### src/rtl/cache_pkg.sv
// Shared geometry helpers, operation encoding and LRU age constants for the
// set-associative cache array.
package cache_pkg;

  // Decoded operation after priority resolution of the controller strobes.
  typedef enum logic [2:0] {
    OP_NONE   = 3'd0,
    OP_READ   = 3'd1,
    OP_WRITE  = 3'd2,
    OP_REFILL = 3'd3,
    OP_FLUSH  = 3'd4
  } op_e;

  function automatic int calc_sets(input int size_byte, input int block_bytes, input int ways);
    return size_byte / (block_bytes * ways);
  endfunction

  function automatic int calc_off_bits(input int block_bytes, input int width);
    return $clog2(block_bytes * 8 / width);
  endfunction

  function automatic int calc_idx_bits(input int sets);
    return $clog2(sets);
  endfunction

  function automatic int calc_tag_bits(input int addr_width, input int idx_bits, input int off_bits);
    return addr_width - idx_bits - off_bits;
  endfunction

  // Way-number width; a direct-mapped array still carries a 1-bit way field.
  function automatic int calc_way_bits(input int ways);
    return (ways > 1) ? $clog2(ways) : 1;
  endfunction

  // Age a way holds after reset or flush: way 0 is MRU, way WAYS-1 is LRU.
  function automatic int age_reset(input int way);
    return way;
  endfunction

  // Strobe priority: flush > refill > write > read; losers are dropped.
  function automatic op_e op_select(input logic flush, input logic refill,
                                    input logic write, input logic read);
    if (flush)       return OP_FLUSH;
    else if (refill) return OP_REFILL;
    else if (write)  return OP_WRITE;
    else if (read)   return OP_READ;
    else             return OP_NONE;
  endfunction

endpackage

### src/rtl/cache_array_assoc_lru.sv
// True-LRU age tracking per set: victim choice, MRU promotion and
// per-set re-initialisation used by the flush walk.
module cache_lru_ctrl
  import cache_pkg::*;
#(
  parameter int WAYS     = 2,
  parameter int SETS     = 16,
  parameter int IDX_BITS = 4,
  parameter int WAY_BITS = 1
) (
  input  logic                clk,
  input  logic                reset,
  input  logic [IDX_BITS-1:0] i_set,
  input  logic [WAYS-1:0]     i_valid,
  input  logic                i_access,
  input  logic [WAY_BITS-1:0] i_access_way,
  input  logic                i_clear,
  input  logic [IDX_BITS-1:0] i_clear_set,
  output logic [WAY_BITS-1:0] o_victim_way
);

  if (WAYS == 1) begin : g_direct
    // Direct-mapped: the only way is always the target and no ages exist.
    assign o_victim_way = {WAY_BITS{1'b0}};
  end else begin : g_assoc
    logic [WAY_BITS-1:0] r_age [SETS][WAYS];
    logic [WAY_BITS-1:0] w_victim;
    logic                w_found;

    // Age update: reset/clear restore the initial permutation, an access
    // ages every younger way by one and makes the accessed way MRU.
    always_ff @(posedge clk) begin
      if (reset) begin
        for (int s = 0; s < SETS; s++) begin
          for (int w = 0; w < WAYS; w++) begin
            r_age[s][w] <= WAY_BITS'(age_reset(w));
          end
        end
      end else if (i_clear) begin
        for (int w = 0; w < WAYS; w++) begin
          r_age[i_clear_set][w] <= WAY_BITS'(age_reset(w));
        end
      end else if (i_access) begin
        for (int w = 0; w < WAYS; w++) begin
          if (WAY_BITS'(w) == i_access_way) begin
            r_age[i_set][w] <= {WAY_BITS{1'b0}};
          end else if (r_age[i_set][w] < r_age[i_set][i_access_way]) begin
            r_age[i_set][w] <= r_age[i_set][w] + WAY_BITS'(1);
          end else begin
            r_age[i_set][w] <= r_age[i_set][w];
          end
        end
      end else begin
        r_age <= r_age;
      end
    end

    // Victim: lowest-numbered invalid way first, otherwise the oldest way.
    always_comb begin
      w_victim = {WAY_BITS{1'b0}};
      w_found  = 1'b0;
      for (int w = 0; w < WAYS; w++) begin
        if (!i_valid[w] && !w_found) begin
          w_victim = WAY_BITS'(w);
          w_found  = 1'b1;
        end else begin
          w_found  = w_found;
        end
      end
      if (!w_found) begin
        for (int w = 0; w < WAYS; w++) begin
          if (r_age[i_set][w] == WAY_BITS'(WAYS - 1)) begin
            w_victim = WAY_BITS'(w);
          end else begin
            w_victim = w_victim;
          end
        end
      end else begin
        w_victim = w_victim;
      end
    end

    assign o_victim_way = w_victim;
  end

endmodule

### src/rtl/cache_array_assoc.sv
// N-way set-associative data/tag/valid array for the write-through cache.
// Combinational hit lookup, registered reads, byte-enabled write hits,
// block refills into the LRU victim, and a one-set-per-cycle flush walk.
module cache_array_assoc
  import cache_pkg::*;
#(
  parameter int  WIDTH       = 32,
  parameter int  SIZE_BYTE   = 512,
  parameter int  BLOCK_BYTES = 16,
  parameter int  WAYS        = 2,
  parameter int  ADDR_WIDTH  = 10,
  localparam int BLOCK_WORDS = BLOCK_BYTES * 8 / WIDTH,
  localparam int WAY_BITS    = calc_way_bits(WAYS)
) (
  input  logic                         clk,
  input  logic                         reset,
  input  logic [ADDR_WIDTH-1:0]        addr,
  input  logic                         op_read,
  input  logic                         op_write,
  input  logic                         op_refill,
  input  logic                         op_flush,
  input  logic [WIDTH-1:0]             write_data,
  input  logic [WIDTH/8-1:0]           byte_en,
  input  logic [BLOCK_WORDS*WIDTH-1:0] refill_block,
  output logic                         hit,
  output logic [WAY_BITS-1:0]          hit_way,
  output logic [WAY_BITS-1:0]          victim_way,
  output logic [WIDTH-1:0]             read_data,
  output logic                         read_valid,
  output logic                         busy
);

  localparam int SETS     = calc_sets(SIZE_BYTE, BLOCK_BYTES, WAYS);
  localparam int OFF_BITS = calc_off_bits(BLOCK_BYTES, WIDTH);
  localparam int IDX_BITS = calc_idx_bits(SETS);
  localparam int TAG_BITS = calc_tag_bits(ADDR_WIDTH, IDX_BITS, OFF_BITS);

  logic [WIDTH-1:0]    r_data  [SETS][WAYS][BLOCK_WORDS];
  logic [TAG_BITS-1:0] r_tag   [SETS][WAYS];
  logic [WAYS-1:0]     r_valid [SETS];
  logic                r_busy;
  logic [IDX_BITS-1:0] r_flush_cnt;
  logic [WIDTH-1:0]    r_read_data;
  logic                r_read_valid;

  logic [TAG_BITS-1:0] w_tag;
  logic [IDX_BITS-1:0] w_idx;
  logic [OFF_BITS-1:0] w_off;
  logic                w_match;
  logic                w_hit;
  logic [WAY_BITS-1:0] w_hit_way;
  logic [WAY_BITS-1:0] w_victim;
  logic [WAY_BITS-1:0] w_refill_way;
  logic                w_lru_access;
  logic [WAY_BITS-1:0] w_lru_way;
  op_e                 w_op;

  assign w_tag = addr[ADDR_WIDTH-1 -: TAG_BITS];
  assign w_idx = addr[OFF_BITS +: IDX_BITS];
  assign w_off = addr[OFF_BITS-1:0];

  // Tag compare across the ways of the addressed set; refills never create
  // duplicate tags, so the first match is the only match.
  always_comb begin
    w_match   = 1'b0;
    w_hit_way = {WAY_BITS{1'b0}};
    for (int w = 0; w < WAYS; w++) begin
      if (r_valid[w_idx][w] && (r_tag[w_idx][w] == w_tag) && !w_match) begin
        w_match   = 1'b1;
        w_hit_way = WAY_BITS'(w);
      end else begin
        w_match   = w_match;
      end
    end
  end

  // A flush in progress hides the array and swallows every strobe.
  assign w_hit        = w_match & ~r_busy;
  assign w_op         = r_busy ? OP_NONE : op_select(op_flush, op_refill, op_write, op_read);
  assign w_refill_way = w_hit ? w_hit_way : w_victim;
  assign w_lru_access = (w_op == OP_REFILL) ||
                        (((w_op == OP_READ) || (w_op == OP_WRITE)) && w_hit);
  assign w_lru_way    = (w_op == OP_REFILL) ? w_refill_way : w_hit_way;

  cache_lru_ctrl #(
    .WAYS     (WAYS),
    .SETS     (SETS),
    .IDX_BITS (IDX_BITS),
    .WAY_BITS (WAY_BITS)
  ) u_lru (
    .clk          (clk),
    .reset        (reset),
    .i_set        (w_idx),
    .i_valid      (r_valid[w_idx]),
    .i_access     (w_lru_access),
    .i_access_way (w_lru_way),
    .i_clear      (r_busy),
    .i_clear_set  (r_flush_cnt),
    .o_victim_way (w_victim)
  );

  // Control state: valid bits, flush walk and the registered read port.
  always_ff @(posedge clk) begin
    if (reset) begin
      for (int s = 0; s < SETS; s++) begin
        r_valid[s] <= {WAYS{1'b0}};
      end
      r_busy       <= 1'b0;
      r_flush_cnt  <= {IDX_BITS{1'b0}};
      r_read_data  <= {WIDTH{1'b0}};
      r_read_valid <= 1'b0;
    end else begin
      r_read_valid <= 1'b0;
      if (r_busy) begin
        r_valid[r_flush_cnt] <= {WAYS{1'b0}};
        if (r_flush_cnt == IDX_BITS'(SETS - 1)) begin
          r_busy      <= 1'b0;
          r_flush_cnt <= {IDX_BITS{1'b0}};
        end else begin
          r_flush_cnt <= r_flush_cnt + IDX_BITS'(1);
        end
      end else begin
        case (w_op)
          OP_FLUSH: begin
            r_busy      <= 1'b1;
            r_flush_cnt <= {IDX_BITS{1'b0}};
          end
          OP_REFILL: begin
            r_valid[w_idx][w_refill_way] <= 1'b1;
          end
          OP_READ: begin
            if (w_hit) begin
              r_read_data  <= r_data[w_idx][w_hit_way][w_off];
              r_read_valid <= 1'b1;
            end else begin
              r_read_data  <= r_read_data;
            end
          end
          default: begin
            r_read_data <= r_read_data;
          end
        endcase
      end
    end
  end

  // Data and tag storage: byte-merged write hits and whole-block refills.
  always_ff @(posedge clk) begin
    case (w_op)
      OP_WRITE: begin
        if (w_hit) begin
          for (int b = 0; b < WIDTH / 8; b++) begin
            if (byte_en[b]) begin
              r_data[w_idx][w_hit_way][w_off][8*b +: 8] <= write_data[8*b +: 8];
            end
          end
        end
      end
      OP_REFILL: begin
        for (int k = 0; k < BLOCK_WORDS; k++) begin
          r_data[w_idx][w_refill_way][k] <= refill_block[k*WIDTH +: WIDTH];
        end
        r_tag[w_idx][w_refill_way] <= w_tag;
      end
      default: begin
        r_tag <= r_tag;
      end
    endcase
  end

  assign hit        = w_hit;
  assign hit_way    = w_hit ? w_hit_way : {WAY_BITS{1'b0}};
  assign victim_way = w_victim;
  assign read_data  = r_read_data;
  assign read_valid = r_read_valid;
  assign busy       = r_busy;

endmodule

### config.mk
export PLATFORM = sky130hd
export DESIGN_NAME = cache_array_assoc
export DESIGN_NICKNAME = d
export VERILOG_FILES = /design/src/rtl/cache_pkg.sv /design/src/rtl/cache_array_assoc_lru.sv /design/src/rtl/cache_array_assoc.sv
export SDC_FILE = /design/constraint.sdc
export NUM_CORES = 2
export LEC_CHECK = 0
export BUFFER_PORTS_ARGS = -buffer_cell sky130_fd_sc_hd__buf_4
export CAP_MARGIN = 20
export CORE_MARGIN = 1
export CORE_UTILIZATION = 45
export DETAILED_ROUTE_END_ITERATION = 6
export GPL_TIMING_DRIVEN = 0
export MAX_ROUTING_LAYER = met4
export PLACE_DENSITY_LB_ADDON = 0.12
export SLEW_MARGIN = 10
export SYNTH_ARGS = -nofsm -noshare
export SYNTH_HDL_FRONTEND = slang
export SYNTH_HIERARCHICAL = 1
export SYNTH_MEMORY_MAX_BITS = 65536
export SYNTH_SLANG_ARGS = --single-unit
### constraint.sdc
create_clock -name clk -period 7 [get_ports clk]
set_input_delay 1.4 -clock clk [delete_from_list [all_inputs] [get_ports clk]]
set_output_delay 1.4 -clock clk [all_outputs]
set_load 0.005 [all_outputs]
==> results.toml <==
[critical_path]
worst-setup-path-type = "in -> reg"
cp-start-kind = "input port"
required_ps = 7610
reg2reg_depth = 9
cp.arrival_ps = 7580
worstSetupEndpointType = "register"
crit_fanout = 10

[route]
drc = 13
drt-vias-per-instance = 6.55
dr.pass1.iters = 7
post_drt_wl_per_cell_um = 44.1
dr.first_iter.drc_count = 14750
via_count = 92299
wirelength_mm = 622
ant_nets = 0

[grt]
overflow = 0
grt_pass1_vias = 87179
antenna_found_initial = 151
grtUsageTotal_pct = 33.4
grt_max_degree = 40
grt_pass1_wl_mm = 811

[floorplan]
fp.dieH_um = 619
die_width_um = 619
coreArea_mm2 = 0.379
num_rows = 226
start_util_pct = 45.2
io_pins = 217
design.die.area_mm2 = 0.384

[final_layout]
fin_area_mm2 = 0.196
syn2layout_area_growth_pct = 14.4
n_fill_cell = 29885
register_area_mm2 = 0.129
multi_input_area_mm2 = 0.0399
final_cells = 14102
layout_common_cells = "edfxtp_1, mux4_2, nor2_1, clkbuf_16, nand2_1"
final_common_cell = "edfxtp_1"
nets = 8752
drive_gt1_share_pct = 31.0

[job]
drv_cap = 0

[sta]
timing.setup.tns_ps = 0
slew_headroom_pct = 8.54
max_freq_mhz = 143
report.final.slew_viol_count = 0
period_share_pct = 99.7
finClkSkew_ps = 87.3
finalCriticalPeriod_ps = 6980
rsz0062_at_grt = "false"
setup_violations = 0
hold_viol = 0
tightest_slew_ps = 1360

[pwr]
leakage_nw = 61.2
total_power_w = 0.0568
powerDensity_mw_per_mm2 = 290
irDropWorstVdd_uv = 220

[clock_tree]
clk_pin_slew_ps = 60
numCtsBuffers = 448
cts_buffer_depth = 4
clk_latency_ps = 1040
clock-sinks = 4326
root_buffer = "clkbuf_16"
cts_tree = "built"
htreeDepth = 5

[min_path]
worstHoldPathCells = 2
hold_path.class = "reg -> reg"

[run_status]
violations = "DRC"
outcome = "finished with violations"

[synth]
yosysWarnings = 6
synth-seq-area-share_pct = 75.3
ys_types = 82
netlist_instances = 7793
syn_nets = 7974
syn-cell-area_mm2 = 0.171
synth.avg_cell_area_um2 = 22.0
synth-main-ff-cell = "edfxtp_1"
synth-edff-count = 4256
synthArstFlopShare_pct = 0
yosys_register_bits = 4326

[placement]
dpl.cell_count = 13112
hpwl_mm = 465
gp_congestion = 1.21
io_buffer_count = 215
place_area_mm2 = 0.181
-- power by group --
part	switching, W	internal, W	total, W
Clock	0.0103	0.0134	0.0236
Combinational	0.00310	0.00127	0.00437
Sequential	0.0000271	0.0288	0.0288
-- stage by stage --
| stage | setup slack, ps | utilization, % | hold slack [ps] |
|---|---|---|---|
| final | 24.3 | 51.7 | 477 |
| after global routing | 242 | 51.7 | 500 |
| after CTS | 158 | 51.6 | 474 |
| after detailed placement | -643 | 47.8 | 466 |
| after global placement | -4070 | 47.3 | 459 |
| after floorplan | 1960 | - | 445 |
-- Yosys cell counts (22+ instances only) --
| master | number | area share, % |
|---|---|---|
| o21bai_1 | 32 | 0.14 |
| o21ai_1 | 30 | 0.088 |
| mux2i_1 | 57 | 0.33 |
| a21oi_1 | 54 | 0.16 |
| buf_2 | 168 | 0.49 |
| dfxtp_1 | 70 | 0.82 |
| nand2_1 | 330 | 0.72 |
| mux2_2 | 85 | 0.56 |
| a211oi_1 | 34 | 0.15 |
| clkbuf_1 | 263 | 0.58 |
| edfxtp_1 | 4256 | 75 |
| nand3_1 | 41 | 0.12 |
| buf_4 | 30 | 0.13 |
| nor2_1 | 601 | 1.3 |
| mux4_2 | 1382 | 18 |
| mux2_1 | 43 | 0.28 |
| o31ai_1 | 22 | 0.096 |
| buf_6 | 24 | 0.16 |
-- state kept, by name (all words and copies together) (netlist names) --
name	count
r_valid	32
r_tag	128
u_lru/g_assoc.r_age	32
r_data	4096
r_flush_cnt	4
read_valid	1
busy	1
read_data	32
-- metal layers --
metal	vias up	GRT usage (%)	part of all wire (%)
met4	0	18.5	6.4
li1	34495	-	-
met5	-	-	0
met2	6223	48.2	45
met3	1309	10.9	12
met1	50272	41.8	36
-- critical path, stage by stage --
cell,delay (ps)
buf_4,160
buf_2,350
buf_2,470
buf_2,670
clkbuf_2,310
buf_12,190
clkbuf_1,280
buf_8,250
nor2b_1,160
clkbuf_1,460
nand2_1,910
clkbuf_2,630
buf_12,310
nor2_1,870
-- area by class of cell --
class | count | area share, %
buffer | 511 | 1.30
clock inverter | 271 | 1.35
sequential | 4326 | 65.9
inverter | 12 | 0.0230
multi-input combinational | 2944 | 20.3
antenna | 150 | 0.191
clock buffer | 544 | 5.96
tap | 5016 | 3.20
timing repair buffer | 328 | 1.81
-- repair_timing --
action	in CTS	in global routing
setup buffers	0	1
resized for setup	0	1
setup endpoints to repair	0	1
endpoints found under the hold margin	0	0
hold buffers	0	0
-- final timing paths --
| kind | start | to | slack, ps |
|---|---|---|---|
| worst max-delay path | addr[3] | r_data[14][50] | 20 |
| worst min-delay path | u_lru/g_assoc.r_age[13] | u_lru/g_assoc.r_age[13] | 480 |
| worst max register to register | r_valid[15][1] | r_data[8][118] | 1360 |
| worst min register to register | u_lru/g_assoc.r_age[13] | u_lru/g_assoc.r_age[13] | 480 |
-- cells by family (layout without fill, tap and decap cells) --
| family | after synthesis | in the layout | share of synthesized area [%] |
|---|---|---|---|
| mux | 1570 | 1570 | 19.4 |
| xor+xnor | 6 | 6 | 0.0306 |
| compound gates | 293 | 293 | 1.26 |
| flops | 4326 | 4326 | 75.3 |
| simple gates | 1074 | 1074 | 2.55 |
| other cells | 0 | 150 | 0 |
| fa+ha+maj | 1 | 1 | 0.00729 |
| buf+inv | 523 | 1666 | 1.44 |
Note: power is estimated with default switching activity, not from simulation.
